$ cat src/rtl/blackbox_adder_responder.sv
`default_nettype none
// ============================================================================
// Module   : blackbox_adder_responder
// Summary  : Chunk-serial BW+1-bit adder behind a req/resp valid-ready port.
//            Optional subtract mode when BLACKBOX_ADDER_SUB_EN is defined.
// Revision : 1.0 - initial release
// ============================================================================
module blackbox_adder_responder #(
   parameter int BW    = 32,
   parameter int CHUNK = 8
) (
   input  logic          clock,
   input  logic          reset,
   input  logic          io_req_valid,
   output logic          io_req_ready,
   input  logic [BW-1:0] io_in1,
   input  logic [BW-1:0] io_in2,
`ifdef BLACKBOX_ADDER_SUB_EN
   input  logic          io_req_sub,
`endif
   output logic          io_resp_valid,
   input  logic          io_resp_ready,
   output logic [BW:0]   io_out,
   output logic          io_busy
);

   localparam int c_nchunk = BW / CHUNK;
   localparam int c_iw     = (c_nchunk > 1) ? $clog2(c_nchunk) : 1;
   localparam logic [c_iw-1:0] c_last = c_iw'(c_nchunk - 1);

   if ((BW % CHUNK) != 0) begin : g_bad_chunk
      $error("blackbox_adder_responder: BW must be a multiple of CHUNK");
   end

   typedef enum logic [1:0] {
      ST_IDLE = 2'd0,
      ST_BUSY = 2'd1,
      ST_DONE = 2'd2
   } state_t;

   state_t            r_state;
   logic [BW-1:0]     r_in1;
   logic [BW-1:0]     r_in2;
   logic [BW-1:0]     r_acc;
   logic              r_carry;
   logic              r_sub;
   logic [c_iw-1:0]   r_idx;

   logic              w_sub_in;
   logic [CHUNK-1:0]  w_b;
   logic [CHUNK:0]    w_sum;
   logic [BW-1:0]     w_acc_next;
   logic              w_top;

`ifdef BLACKBOX_ADDER_SUB_EN
   assign w_sub_in = io_req_sub;
`else
   assign w_sub_in = 1'b0;
`endif

   // Operands shift right each cycle, so the active chunk is always the low one.
   assign w_b   = r_sub ? ~r_in2[CHUNK-1:0] : r_in2[CHUNK-1:0];
   assign w_sum = {1'b0, r_in1[CHUNK-1:0]} + {1'b0, w_b} + {{CHUNK{1'b0}}, r_carry};

   // In subtract mode the top bit is a borrow, i.e. the inverted final carry.
   assign w_top = r_sub ? ~w_sum[CHUNK] : w_sum[CHUNK];

   // Sum chunks enter at the top of the accumulator; after NCHUNK cycles
   // chunk k has landed in its own bit slice.
   if (c_nchunk == 1) begin : g_single
      assign w_acc_next = w_sum[CHUNK-1:0];
   end else begin : g_multi
      assign w_acc_next = {w_sum[CHUNK-1:0], r_acc[BW-1:CHUNK]};
   end

   always_ff @(posedge clock) begin
      if (reset) begin
         r_state       <= ST_IDLE;
         r_in1         <= '0;
         r_in2         <= '0;
         r_acc         <= '0;
         r_carry       <= 1'b0;
         r_sub         <= 1'b0;
         r_idx         <= '0;
         io_req_ready  <= 1'b1;
         io_resp_valid <= 1'b0;
         io_out        <= '0;
         io_busy       <= 1'b0;
      end else begin
         case (r_state)
            ST_IDLE: begin
               if (io_req_valid) begin
                  r_in1        <= io_in1;
                  r_in2        <= io_in2;
                  r_sub        <= w_sub_in;
                  r_carry      <= w_sub_in;
                  r_acc        <= '0;
                  r_idx        <= '0;
                  io_req_ready <= 1'b0;
                  io_busy      <= 1'b1;
                  r_state      <= ST_BUSY;
               end
            end
            ST_BUSY: begin
               r_acc   <= w_acc_next;
               r_carry <= w_sum[CHUNK];
               r_in1   <= r_in1 >> CHUNK;
               r_in2   <= r_in2 >> CHUNK;
               r_idx   <= r_idx + 1'b1;
               if (r_idx == c_last) begin
                  r_idx         <= '0;
                  io_resp_valid <= 1'b1;
                  io_out        <= {w_top, w_acc_next};
                  r_state       <= ST_DONE;
               end
            end
            ST_DONE: begin
               if (io_resp_ready) begin
                  io_resp_valid <= 1'b0;
                  io_out        <= '0;
                  io_req_ready  <= 1'b1;
                  io_busy       <= 1'b0;
                  r_state       <= ST_IDLE;
               end
            end
            default: begin
               io_resp_valid <= 1'b0;
               io_out        <= '0;
               io_req_ready  <= 1'b1;
               io_busy       <= 1'b0;
               r_state       <= ST_IDLE;
            end
         endcase
      end
   end

endmodule
`default_nettype wire
$ cat config.mk
export PLATFORM = sky130hd
export DESIGN_NAME = blackbox_adder_responder
export DESIGN_NICKNAME = d
export VERILOG_FILES = /design/src/rtl/blackbox_adder_responder.sv
export SDC_FILE = /design/constraint.sdc
export NUM_CORES = 1
export LEC_CHECK = 0
export CAP_MARGIN = 20
export CORE_UTILIZATION = 39
export CTS_BUF_LIST = sky130_fd_sc_hd__clkbuf_4 sky130_fd_sc_hd__clkbuf_8
export CTS_CLUSTER_DIAMETER = 50
export CTS_CLUSTER_SIZE = 24
export DETAILED_ROUTE_END_ITERATION = 10
export PLACE_DENSITY = 0.64
export RECOVER_POWER = 25
export SYNTH_ARGS = -nofsm -noshare
export SYNTH_HDL_FRONTEND = slang
export SYNTH_SLANG_ARGS = --single-unit
export TNS_END_PERCENT = 5
$ cat constraint.sdc
create_clock -name clock -period 2.23 [get_ports clock]
set_input_delay 0.3345 -clock clock [delete_from_list [all_inputs] [get_ports clock]]
set_output_delay 0.3345 -clock clock [all_outputs]
set_load 0.05 [all_outputs]
# Word-level counts from Yosys, hierarchy flattened
# Index checks and enable logic that the tools add are counted.
# totals
reg_bits	137
input_bits	68
elab_cells	52
# op_classes
add_sub_neg	3
eq_ne	6
mux	25
n_bitwise	2
n_reduce_logical	6
# op_table
operator	count
one-hot mux 32 bit (2 select lines)	3
one-hot mux 33 bit (3 select lines)	1
2-to-1 mux 32 bit	3
2-to-1 mux 33 bit	2
2-to-1 mux 2 bit	5
adder 8 x 8 -> 9 bit	1
adder 9 x 1 -> 9 bit	1
one-hot mux 1 bit (3 select lines)	3
AND reduction 3 bit	3
inequality test 2 bit (second input constant)	3
one-hot mux 2 bit (3 select lines)	1
2-to-1 mux 1 bit	5
== test 2 bit (second input constant)	2
one-hot mux 2 bit (2 select lines)	1
adder 2 x 1 -> 2 bit (second input constant)	1
== test 2 x 1 -> 1 bit (second input constant)	1
logical NOT 2 bit	1
inverter 1 bit	2
one-hot mux 1 bit (2 select lines)	1
AND reduction 2 bit	1
nonzero test 2 bit	1

# Logic depth before layout (Yosys ltp)
# depth
depth_word	4
ltp_mapped	8
ltp_nobuf	8

# Worst setup path before layout
# OpenSTA, ideal clock, no wires.
# synth_path
path_type	reg2reg
from	register r_in1[0]
to	register io_out[30]
setup_time_ns	0.087
arrival_time_ns	1.825
required_ns	2.143
slack_ns	0.318
stages_incl_launch_ff	9
path_buffers	0
synth_period_minus_slack_ns	1.912
cell_sequence	dfxtp_1 -> fa_1 -> inv_1 -> fa_1 -> nand2b_1 -> a21oi_1 -> a211oi_1 -> xor2_1 -> o31ai_1
# synth_between
elab_chain_len	4
# synth_lines
item	line_no	text
from (decl)	42	logic [BW-1:0] r_in1;
from (signal assigned)	93	r_in1 <= io_in1;
from (signal assigned)	107	r_in1 <= r_in1 >> CHUNK;
adder 8 x 8 -> 9 bit	63	assign w_sum = {1'b0, r_in1[CHUNK-1:0]} + {1'b0, w_b} + {{CHUNK{1'b0}}, r_carry};
adder 9 x 1 -> 9 bit	63	
2-to-1 mux 33 bit	110	if (r_idx == c_last) begin
one-hot mux 33 bit (3 select lines)	90	case (r_state)
to (signal assigned)	113	io_out <= {w_top, w_acc_next};
to (decl)	23	output logic [BW:0] io_out,
# No other way between the ends. The select of a mux whose other input is x is not followed.
# A chain may end at the register's enable or synchronous reset.

# Worst setup path in the final report
# layout_path
from	register r_in2[0]
to	register io_out[30]
# layout_between
elab_chain_len	4
# layout_lines
item	line_no	text
from (decl)	43	logic [BW-1:0] r_in2;
from (signal assigned)	94	r_in2 <= io_in2;
from (signal assigned)	108	r_in2 <= r_in2 >> CHUNK;
adder 8 x 8 -> 9 bit	63	
adder 9 x 1 -> 9 bit	63	
2-to-1 mux 33 bit	110	
one-hot mux 33 bit (3 select lines)	90	
# No other way between the ends. The select of a mux whose other input is x is not followed.

==> results.md <==
* Clock buffer depth at 2
* Period Utilization, post-route at between 90% and 100%
* Met3 wire length at around 650 um
* Die X at 122 um
* Post-DR vias/cell at roughly 5.1
* Max VDD drop at roughly 0.00034 V
* Synthesized netlist cell count at ~710
* Final Hold Vio Count at 0
* Slew @ Worst Pin at 952 ps
* Vias at between 5k and 6k
* CP Class: reg -> reg
* Clock transition at path regs at ~70 ps
* DR DRC count at 0
* Vias in the first global route at approximately 4.7k
* WL met2 at between 6 and 7 mm
* Post-synthesis cell area at 5570 um^2
* Register area share after synthesis at about 46%
* Min cycle time layout at a little over 2000 ps
* Commonest non-fill, non-tap cell in the layout: nor2_1
* LEAKAGE at 0.00278 uW
* Global-route wire length before repair at between 20 and 25 mm
* Crit. End Element: flip-flop
* Highest-count cells in the layout ignoring fill and taps: nor2_1, dfxtp_1, clkdlybuf4s50_1
* Setup crit start kind: flip-flop
* Unique masters post-synth at 36
* Aggregate global routing overflow at 0
* Clock root buffer: clkbuf_8
* Starting DRT DRC Count at 375
* Core Region at roughly 14000 um^2
* Pin count of the biggest net entering global routing at just under 100
* Max_slew headroom at around 37%
* Sink Count at 129
* Maximum clock rate at between 400 and 500 MHz
* CTS buffer count at 17
* Post-CTS setup buffers at 0
* M1 WL at 6.54 mm
* P&R area growth vs syn at 26.5%
* Die height at approximately 120 um
* Mapped Avg Cell Area at 7.87 um^2
* Synthesized flop and latch total at roughly 130
* Row count at 43
* Total wire length at between 10 and 15 mm
* PortBufs at 103
* Layout fillers at 1346
* Setup TNS Final at 0 ps
* Status: complete, no violations
* Post-DP HPWL at approximately 9.2 mm
* Power Density at 716 nW/um^2
* WP data required at 2590 ps
* Mean routed wirelength per cell at 14.1 um
* Layout cells sized above 1 at 6.92%
* Number of diodes at 0
* Worst hold path type: in -> reg
* CTS H-tree depth at 4
* Latest clock arrival within the worst-skew pair at roughly 440 ps
* RSZ-0062 raised after global routing: no
* Synth warn at 0
* DRT Pass-1 Iters at 4
* CP max FO at 3
* EDFF count, synth at 0
* Post-synth ARST share at 0%
* Syn Nets at 786
* IO Count at roughly 100
* Nets at 862
* Final antenna-violating net count at 0
* Ys flop type: dfxtp_1
* Final RePlAce weighted congestion at about 0.83
* Final core occ at just over 50%
* Initial antenna violation count at 0
* CTS tree: done
* Max Slew Vio Count at 0
* Max_cap viols at 0
* CP arrival at about 2400 ps
* Initial Util at 40.0%
* Top sig layer: met4
* Die Area at 14800 um^2
* Setup violators final at 0
* Setup Skew at between 6 and 7 ps
* Tot GR Track Use at about 19%
-- cell usage after synthesis, types with 2 or more instances --
cell type | count | area share (%)
a22oi_1 | 59 | 7.9
nor3b_1 | 2 | 0.27
clkbuf_1 | 27 | 1.8
xor2_1 | 3 | 0.47
or2_2 | 2 | 0.22
a21oi_1 | 68 | 6.1
nor2_1 | 220 | 15
buf_1 | 6 | 0.40
fa_1 | 2 | 0.72
nand2_1 | 8 | 0.54
o21ai_0 | 5 | 0.45
nand3_1 | 2 | 0.18
ha_1 | 8 | 1.8
inv_1 | 4 | 0.27
o21bai_1 | 2 | 0.27
o21a_1 | 2 | 0.27
dfxtp_1 | 129 | 46
o31ai_1 | 3 | 0.40
a211oi_1 | 5 | 0.67
nor3_1 | 51 | 4.6
buf_2 | 23 | 2.1
nor4b_1 | 2 | 0.31
nor2b_1 | 48 | 5.4
nand3b_1 | 7 | 0.94
buf_4 | 2 | 0.27
mux2i_1 | 2 | 0.36
nand2b_1 | 7 | 0.79
-- cell type report --
cell class / count / area (um^2) / share of cell area (%)
Multi-Input combinational cell: 517 / 2740 / 38.8
Sequential cell: 129 / 2590 / 36.7
Timing Repair Buffer: 115 / 1140 / 16.2
Clock buffer: 24 / 312 / 4.42
Tap cell: 180 / 225 / 3.19
Clock inverter: 6 / 32.5 / 0.461
Inverter: 4 / 15.0 / 0.213
-- state kept, by name (all words and copies together), names as in the netlist --
name and count:
io_out 33, io_resp_valid 1, r_in1 32, r_acc 24, r_carry 1, r_idx 2
io_req_ready 1, r_state 2, r_in2 32, io_busy 1
-- worst paths after layout --
check | startpoint | end | slack, ps | cells after the start
min | reset | r_in2[30]$_SDFFE_PP0P_ | 380 | 2
min reg2reg | r_acc[11]$_SDFFE_PP0P_ | io_out[3]$_SDFFE_PP0P_ | 490 | 2
max | r_in2[0]$_SDFFE_PP0P_ | io_out[30]$_SDFFE_PP0P_ | 160 | 8
max reg2reg | r_in2[0]$_SDFFE_PP0P_ | io_out[30]$_SDFFE_PP0P_ | 160 | 8
-- per-stage QoR --
| stage | cells | hold slack (ps) | power, uW | setup slack [ps] | cell area [um^2] |
|---|---|---|---|---|---|
| 2_1_floorplan | 708 | 449 | 3070 | 318 | 5570 |
| 3_3_place_gp | 945 | 466 | 3330 | 85.3 | 6700 |
| 3_5_place_dp | 945 | 481 | 3350 | 43.5 | 6700 |
| 4_1_cts | 975 | 353 | 5090 | 32.5 | 7040 |
| 5_1_grt | 975 | 384 | 5310 | 19.9 | 7050 |
| 6_report | 975 | 378 | 5050 | 160 | 7050 |
-- what timing repair did --
item | 4_1_cts | 5_1_grt
hold endpoints to repair | 0 | 0
hold buffers | 0 | 0
endpoints found under the setup margin | 0 | 4
gates resized for setup | 0 | 3
-- routing by layer --
layer	track usage, %	vias to the layer above
met5	0	-
met4	6.48	0
met3	4.82	20
met2	30.1	122
met1	26.0	2328
li1	-	2539
-- where the power goes --
group	switching, uW	internal (uW)
clock network	848	900
logic	432	360
registers	81.2	2430
-- cell families (layout without fill, tap and decap cells) --
family | count (synthesis) | after routing | synth area share (%)
simple gates | 353 | 353 | 28.6
compound gates | 149 | 149 | 16.9
flops | 129 | 129 | 46.3
buf+inv | 62 | 149 | 4.83
fa+ha+maj | 10 | 10 | 2.51
xor+xnor | 3 | 3 | 0.471
mux | 2 | 2 | 0.359
-- worst max-delay path, stage by stage, from the launching register on --
cell and delay (ps):
dfxtp_1 410, fa_1 260, inv_1 70, fa_1 390, nand2b_1 220, a21oi_2 160, a211oi_2 60, xor2_1 200
o31ai_1 220
No activity file was read; power rests on OpenSTA's default activity.
